`src/rtl/video_timing_if.sv`:
```
// Raster timing bundle: pixel position plus the sync, enable, blanking and
// line/frame markers that the video fetch and pixel output stages consume.
interface video_timing_if;
  logic [10:0] x;
  logic [10:0] y;
  logic        de;
  logic        hsync;
  logic        vsync;
  logic        vblank;
  logic        line_start;
  logic        frame_start;
  logic [7:0]  frame_count;

  modport master (
    output x, y, de, hsync, vsync, vblank, line_start, frame_start, frame_count
  );

  modport slave (
    input  x, y, de, hsync, vsync, vblank, line_start, frame_start, frame_count
  );
endinterface

```
`src/rtl/video_timing.sv`:
```
// Raster timing generator: horizontal/vertical pixel counters with registered
// sync, data-enable, blanking and line/frame markers aligned to the counters.
module video_timing #(
  parameter int H_ACTIVE  = 1024,
  parameter int H_FP      = 24,
  parameter int H_SYNC    = 136,
  parameter int H_BP      = 160,
  parameter int V_ACTIVE  = 768,
  parameter int V_FP      = 3,
  parameter int V_SYNC    = 6,
  parameter int V_BP      = 29,
  parameter int HSYNC_POL = 0,
  parameter int VSYNC_POL = 0
) (
  input  logic           clock,
  input  logic           reset_n,
  video_timing_if.master video_o
);

  localparam int H_TOTAL = H_ACTIVE + H_FP + H_SYNC + H_BP;
  localparam int V_TOTAL = V_ACTIVE + V_FP + V_SYNC + V_BP;

  generate
    if (H_ACTIVE <= 0 || H_FP <= 0 || H_SYNC <= 0 || H_BP <= 0 ||
        V_ACTIVE <= 0 || V_FP <= 0 || V_SYNC <= 0 || V_BP <= 0) begin : g_bad_zero
      $error("video_timing: every timing parameter must be non-zero");
    end
    if (H_TOTAL > 2048 || V_TOTAL > 2048) begin : g_bad_total
      $error("video_timing: H_TOTAL and V_TOTAL must not exceed 2048");
    end
  endgenerate

  localparam logic [10:0] H_LAST   = 11'(H_TOTAL - 1);
  localparam logic [10:0] V_LAST   = 11'(V_TOTAL - 1);
  localparam logic [10:0] H_ACT    = 11'(H_ACTIVE);
  localparam logic [10:0] V_ACT    = 11'(V_ACTIVE);
  localparam logic [10:0] HS_START = 11'(H_ACTIVE + H_FP);
  localparam logic [10:0] HS_END   = 11'(H_ACTIVE + H_FP + H_SYNC);
  localparam logic [10:0] VS_START = 11'(V_ACTIVE + V_FP);
  localparam logic [10:0] VS_END   = 11'(V_ACTIVE + V_FP + V_SYNC);
  localparam logic        HS_POL   = 1'(HSYNC_POL);
  localparam logic        VS_POL   = 1'(VSYNC_POL);

  typedef struct packed {
    logic de;
    logic hsync;
    logic vsync;
    logic vblank;
    logic line_start;
    logic frame_start;
  } marks_t;

  // Markers for a given position; pulses=0 suppresses line/frame start so the
  // same decode also yields the reset image of the last pixel of a frame.
  function automatic marks_t marks_at(input logic [10:0] px,
                                      input logic [10:0] py,
                                      input logic        pulses);
    marks_t m;
    m.de          = (px < H_ACT) && (py < V_ACT);
    m.hsync       = ~(((px >= HS_START) && (px < HS_END)) ^ HS_POL);
    m.vsync       = ~(((py >= VS_START) && (py < VS_END)) ^ VS_POL);
    m.vblank      = (py >= V_ACT);
    m.line_start  = pulses && (px == '0);
    m.frame_start = pulses && (px == '0) && (py == '0);
    return m;
  endfunction

  localparam marks_t RST_MARKS = marks_at(H_LAST, V_LAST, 1'b0);

  logic [10:0] x_q, x_d;
  logic [10:0] y_q, y_d;
  marks_t      marks_q, marks_d;
  logic [7:0]  frame_count_q, frame_count_d;
  logic        x_wrap;

  // Markers decode the next position so they register alongside the counters.
  always_comb begin
    // NOTE: every combinational output gets a default first so no path can infer a latch.
    x_wrap = (x_q == H_LAST);
    x_d    = x_wrap ? '0 : x_q + 11'd1;
    y_d    = y_q;
    if (x_wrap) begin
      y_d = (y_q == V_LAST) ? '0 : y_q + 11'd1;
    end
    marks_d       = marks_at(x_d, y_d, 1'b1);
    frame_count_d = frame_count_q + {7'd0, marks_d.frame_start};
  end

  // NOTE: reset is synchronous here, so it is tested inside the clocked block with no reset in the sensitivity list.
  always_ff @(posedge clock) begin
    // NOTE: state registers use non-blocking assignment so all of them update from the same pre-edge values.
    if (!reset_n) begin
      x_q           <= H_LAST;
      y_q           <= V_LAST;
      marks_q       <= RST_MARKS;
      frame_count_q <= '0;
    end else begin
      x_q           <= x_d;
      y_q           <= y_d;
      marks_q       <= marks_d;
      frame_count_q <= frame_count_d;
    end
  end

  assign video_o.x           = x_q;
  assign video_o.y           = y_q;
  assign video_o.de          = marks_q.de;
  assign video_o.hsync       = marks_q.hsync;
  assign video_o.vsync       = marks_q.vsync;
  assign video_o.vblank      = marks_q.vblank;
  assign video_o.line_start  = marks_q.line_start;
  assign video_o.frame_start = marks_q.frame_start;
  assign video_o.frame_count = frame_count_q;

endmodule

```
`src/flat_wrapper.sv`:
```
// flat-port wrapper written by rule: the top's interface ports become plain ports
module video_timing_flat 
#(
  parameter int H_ACTIVE  = 1024,
  parameter int H_FP      = 24,
  parameter int H_SYNC    = 136,
  parameter int H_BP      = 160,
  parameter int V_ACTIVE  = 768,
  parameter int V_FP      = 3,
  parameter int V_SYNC    = 6,
  parameter int V_BP      = 29,
  parameter int HSYNC_POL = 0,
  parameter int VSYNC_POL = 0
)
  (clock, reset_n, video_o_x, video_o_y, video_o_de, video_o_hsync, video_o_vsync, video_o_vblank, video_o_line_start, video_o_frame_start, video_o_frame_count);
  video_timing_if video_o_i ();
  input  logic clock;
  input  logic reset_n;
  output wire logic [$bits(video_o_i.x)-1:0] video_o_x;
  output wire logic [$bits(video_o_i.y)-1:0] video_o_y;
  output wire logic [$bits(video_o_i.de)-1:0] video_o_de;
  output wire logic [$bits(video_o_i.hsync)-1:0] video_o_hsync;
  output wire logic [$bits(video_o_i.vsync)-1:0] video_o_vsync;
  output wire logic [$bits(video_o_i.vblank)-1:0] video_o_vblank;
  output wire logic [$bits(video_o_i.line_start)-1:0] video_o_line_start;
  output wire logic [$bits(video_o_i.frame_start)-1:0] video_o_frame_start;
  output wire logic [$bits(video_o_i.frame_count)-1:0] video_o_frame_count;
  assign video_o_x = video_o_i.x;
  assign video_o_y = video_o_i.y;
  assign video_o_de = video_o_i.de;
  assign video_o_hsync = video_o_i.hsync;
  assign video_o_vsync = video_o_i.vsync;
  assign video_o_vblank = video_o_i.vblank;
  assign video_o_line_start = video_o_i.line_start;
  assign video_o_frame_start = video_o_i.frame_start;
  assign video_o_frame_count = video_o_i.frame_count;
  video_timing #(.H_ACTIVE(H_ACTIVE), .H_FP(H_FP), .H_SYNC(H_SYNC), .H_BP(H_BP), .V_ACTIVE(V_ACTIVE), .V_FP(V_FP), .V_SYNC(V_SYNC), .V_BP(V_BP), .HSYNC_POL(HSYNC_POL), .VSYNC_POL(VSYNC_POL)) u_core (.clock(clock), .reset_n(reset_n), .video_o(video_o_i));
endmodule
```
`config.mk`:
```
export PLATFORM = sky130hd
export DESIGN_NAME = video_timing_flat
export DESIGN_NICKNAME = d
export VERILOG_FILES = /design/src/rtl/video_timing_if.sv /design/src/rtl/video_timing.sv /design/src/flat_wrapper.sv
export SDC_FILE = /design/constraint.sdc
export NUM_CORES = 1
export LEC_CHECK = 0
export BUFFER_PORTS_ARGS = -buffer_cell sky130_fd_sc_hd__buf_2
export CAP_MARGIN = 20
export CORE_ASPECT_RATIO = 1.1
export CORE_MARGIN = 2
export CORE_UTILIZATION = 23
export DETAILED_ROUTE_END_ITERATION = 10
export SLEW_MARGIN = 30
export SYNTH_ARGS = -nofsm -noshare
export SYNTH_HDL_FRONTEND = slang
export SYNTH_SLANG_ARGS = --single-unit
export TNS_END_PERCENT = 1
```
`constraint.sdc`:
```
create_clock -name clock -period 3.7 [get_ports clock]
set_input_delay 0.74 -clock clock [delete_from_list [all_inputs] [get_ports clock]]
set_output_delay 0.74 -clock clock [all_outputs]
set_load 0.1 [all_outputs]
```
# Yosys cells after proc, flatten, opt, wreduce, memory -nomap -nowiden
# Index checks and enable logic that the tools add are counted.
# Widths: inputs -> output; s select.
# word_totals
register_bits	36
output_inout_bits	36
word_cells	32
# classes
add_sub_neg	3
bitwise_logic	2
n_eq_ne	2
muxes	3
magnitude_cmp	7
n_reduce_logical	6
# ops
cell	n
$mux 11	3
$add 11x1->11 const B	2
$ge 11x10->1 const B	2
$logic_not 11->1	2
$lt 11x10->1 const B	2
$lt 11x11->1 const B	2
$eq 11x10->1 const B	1
$eq 11x11->1 const B	1
$ge 11x11->1 const B	1
$add 8x1->8	1
$logic_and 1x1->1	4
$not 1->1	2

# Longest topological paths before layout
# logic_depth
word_depth	6
mapped_depth	14
depth_no_buf	13

# Worst setup path after synthesis
# OpenSTA, ideal clock, no wires.
# synth_timing
path_kind	register to register
start	register u_core.x_q[0] (netlist: u_core.video_o.x[0])
end	register u_core.frame_count_q[5] (netlist: u_core.video_o.frame_count[5])
path_stages_with_launch	14
required_time_ps	3633
period_less_slack_ps	4069
setup_time_ps	67
slack_ps	-369
t_arrival_ps	4002
path_cell_list	dfxtp_1 > ha_1 > nand4_1 > or4_4 > buf_6 > or4b_1 > o311ai_1 > nand4_1 > nor4_1 > ha_1 > and3_1 > nand3_1 > xor2_1 > nor2_1
# synth_lines
item	line	source
from (decl)	video_timing.sv:70	logic [10:0] x_q, x_d;
from (signal assigned)	video_timing.sv:93	x_q <= H_LAST;
from (signal assigned)	video_timing.sv:98	x_q <= x_d;
to (signal assigned)	video_timing.sv:101	frame_count_q <= frame_count_d;
to (decl)	video_timing.sv:73	logic [7:0] frame_count_q, frame_count_d;

==> implementation parameters <==
Parameter                              Value

Clocking
  H-tree depth    2
  Number of sinks handled by clock tree synthesis    36
  Number of buffers on the longest clock path    2
  Setup Fix Bufs, Post-CTS    0
  CTS tree    yes
  Source-to-sink clock delay at the later pin of the worst-skew pair    300 ps
  Root Buffer    clkbuf_8
  Number of hold buffers added after CTS    0
  Cts bufs inserted    5
  CTS clock-pin slew for the worst setup and hold paths    80 ps
  Post-CTS Resized    0

Logic synthesis
  Average cell area after synthesis    8.466 um^2
  Sequential area share after synthesis    0.3750
  Number of instances in the synthesized netlist    227
  Cell type contributing the most total cell area after synthesis    dfxtp_1
  Syn_nets    235
  Yosys synthesis warning count    0
  Post-synthesis sequential element count    36
  Largest cells by area after synthesis    dfxtp_1 38%, nor2_1 4.7%, ha_1 3.9%, nand2_1 3.9%, xnor2_1 3.6%
  Distinct cells, synth    52
  Number of flops mapped to enable cells by yosys    0
  Post-synthesis cell area    0.001922 mm^2
  Share of the synthesized area in the top cell type    0.3750
  Prevailing post-synth register cell    dfxtp_1
  Post-synth ARST share    0

Global route
  Pin count of the biggest net entering global routing    19
  First-pass GRT wire length    8500 um
  Number of global-route vias before repair    1775
  Global-route congestion overflow total    0
  All-layer global routing usage    0.1145
  Initial antenna violation count    0

Routing
  Routed length per placed instance    13.22 um
  Overall via count from detail_route    1806
  Final wirelength    4958 um
  Average vias per placed instance    4.816
  Count of nets left with antenna violations after detail routing    0
  Number of remaining DRC errors    0
  Initial DRC Count    146
  First-pass iteration count of the detailed router    4

STA
  Final count of hold timing violations    0
  Worst-case setup margin in the final layout    436.3 ps
  Upper clock frequency limit    306.4 MHz
  Final worst path period need    3264 ps
  Fin. max-slew vios    0
  RSZ-0062 raised after global routing    false
  Ratio of final minimum period to clock period    0.8821
  Setup total negative slack    0 ps
  Worst rel slew slack    0.6168
  Endpoints failing setup    0
  Worst hold margin    505.2 ps
  Worst-margin pin slew    571.3 ps
  Fin Clk Skew    17.17 ps

Setup path
  Biggest fanout along the worst timing path    10
  Slowest cell on the critical path    or4_4
  WP data required    3920 ps
  CP max stage delay    620 ps
  Element type at the critical path start    flip-flop
  Arrival time reported for the critical path endpoint    3480 ps
  CP Class    reg -> reg
  Cell-by-cell listing of the critical path    or2_1 > or4_4 > or4b_1 > o311ai_1 > nand4_1 > nor4_1 > ha_1 > and3_1 > nand3_1 > xor2_1 > nor2_1
  Endpoint type of the worst setup path    flip-flop
  Setup slack, reg-to-reg    440 ps

Final layout
  Post-layout util    0.2993
  Ant. Diodes    0
  Layout overhead on the synthesized area    24.54%
  Most common cell after layout, fill and taps aside    buf_2
  Most used cells in the layout excluding fill and tap cells    37 x buf_2, 28 x dfxtp_1, 24 x nor2_1
  Nets    274
  Final instance count without filler cells    375
  Share of final-layout standard cells stronger than drive strength 1    0.2622

Pwr
  Static Leakage    0.9854 nW
  Worst IR drop on VDD    0.3594 mV
  Power density normalized to cell area    1018 mW/mm^2

Min path
  Class of the tightest hold or removal check    reg -> reg

Floorplanning
  IO Pins    38
  Chip height    99.87 um
  Standard-cell rows    34
  Initial core utilization    0.2403
  Horizontal extent of the die    91.16 um
  Placeable core region    0.007998 mm^2
  DIE AREA    0.009104 mm^2

Placed design
  Number of buffers inserted by port buffering    37
  Post-placement worst setup slack    459.9 ps
  Cell count after placement    367
  HPWL reported at the end of detailed placement    3671 um
  Placer Congestion    0.8705

Run status
  Outcome    complete, no violations

Job
  Number of maximum-capacitance constraint violations    0
[kinds of logic (layout without fill, tap and decap cells)]
logic type / count (synthesis) / in the layout / synth area share
and+or+nand+nor: 108 / 108 / 0.2995
AOI/OAI and AO/OA: 45 / 45 / 0.1641
DFF: 36 / 36 / 0.3750
xor gates and xnor gates: 14 / 14 / 0.06380
buffers and inverters: 14 / 54 / 0.03645
adders and majority gates: 6 / 6 / 0.03906
muxes: 4 / 4 / 0.02214
[metrics by stage]
stage | total power [mW] | area (um^2)
final | 2.437 | 2394
after global routing | 2.571 | 2394
after CTS | 2.439 | 2394
after detailed placement | 1.948 | 2235
after global placement | 1.943 | 2235
after floorplan | 1.691 | 1932
[Yosys cell counts (all sizes together), types with 3 or more instances]
cell,count
or2,8
o21ai,11
xor2,6
ha,6
nand3,9
clkbuf,6
o211ai,3
and2,5
nand2b,4
nor3,7
inv,3
nand2,20
a21o,3
o31a,3
a21oi,6
nor2,24
and3,4
nand4,9
dfxtp,36
nor4,7
xnor2,8
buf,4
[path summary, 6_finish.rpt]
kind | from | to | depth (start not counted)
min | u_core.video_o.x[0] | u_core.video_o.x[0] | 1
max | u_core.video_o.x[6] | u_core.video_o.frame_count[5] | 11
min reg2reg | u_core.video_o.x[0] | u_core.video_o.x[0] | 1
max reg2reg | u_core.video_o.x[6] | u_core.video_o.frame_count[5] | 11
[where the power goes]
part / switching [mW] / internal [mW] / total, mW
Clock: 0.154 / 0.337 / 0.491
Sequential: 0.110 / 0.470 / 0.581
Combinational: 1.00 / 0.364 / 1.37
[sequential cells by signal (all words and copies together), names as in the netlist]
name	cells
u_core.video_o.x	11
u_core.video_o.vsync	1
u_core.video_o.hsync	1
u_core.video_o.frame_count	8
u_core.video_o.y	11
u_core.video_o.vblank	1
u_core.video_o.de	1
u_core.video_o.line_start	1
u_core.video_o.frame_start	1
[routing by layer]
layer | GRT usage | wire length (um) | vias up
met1 | 0.1372 | 2237 | 848
met3 | 0.03153 | 251 | 6
met5 | 0 | 0 | -
met2 | 0.2000 | 2417 | 48
li1 | - | - | 904
met4 | 0.03497 | 53 | 0
[worst max-delay path: cells and delay by family, from the launching register on]
kind                       cells  cell delay [ps]
adders and majority gates      1              230
xor gates and xnor gates       1              150
DFF                            1              370
AOI/OAI and AO/OA              1               80
and+or+nand+nor                8             2360
[area by class of cell]
cell class,instances,area [um^2]
Inverter,4,15.01
Multi-Input combinational cell,177,1131
Tap cell,108,135.1
Sequential cell,36,730.7
Clock buffer,5,68.82
Timing Repair Buffer,42,222.7
Fill cell,869,5604
Clock inverter,3,90.09
(Power assumes the default switching activity.)
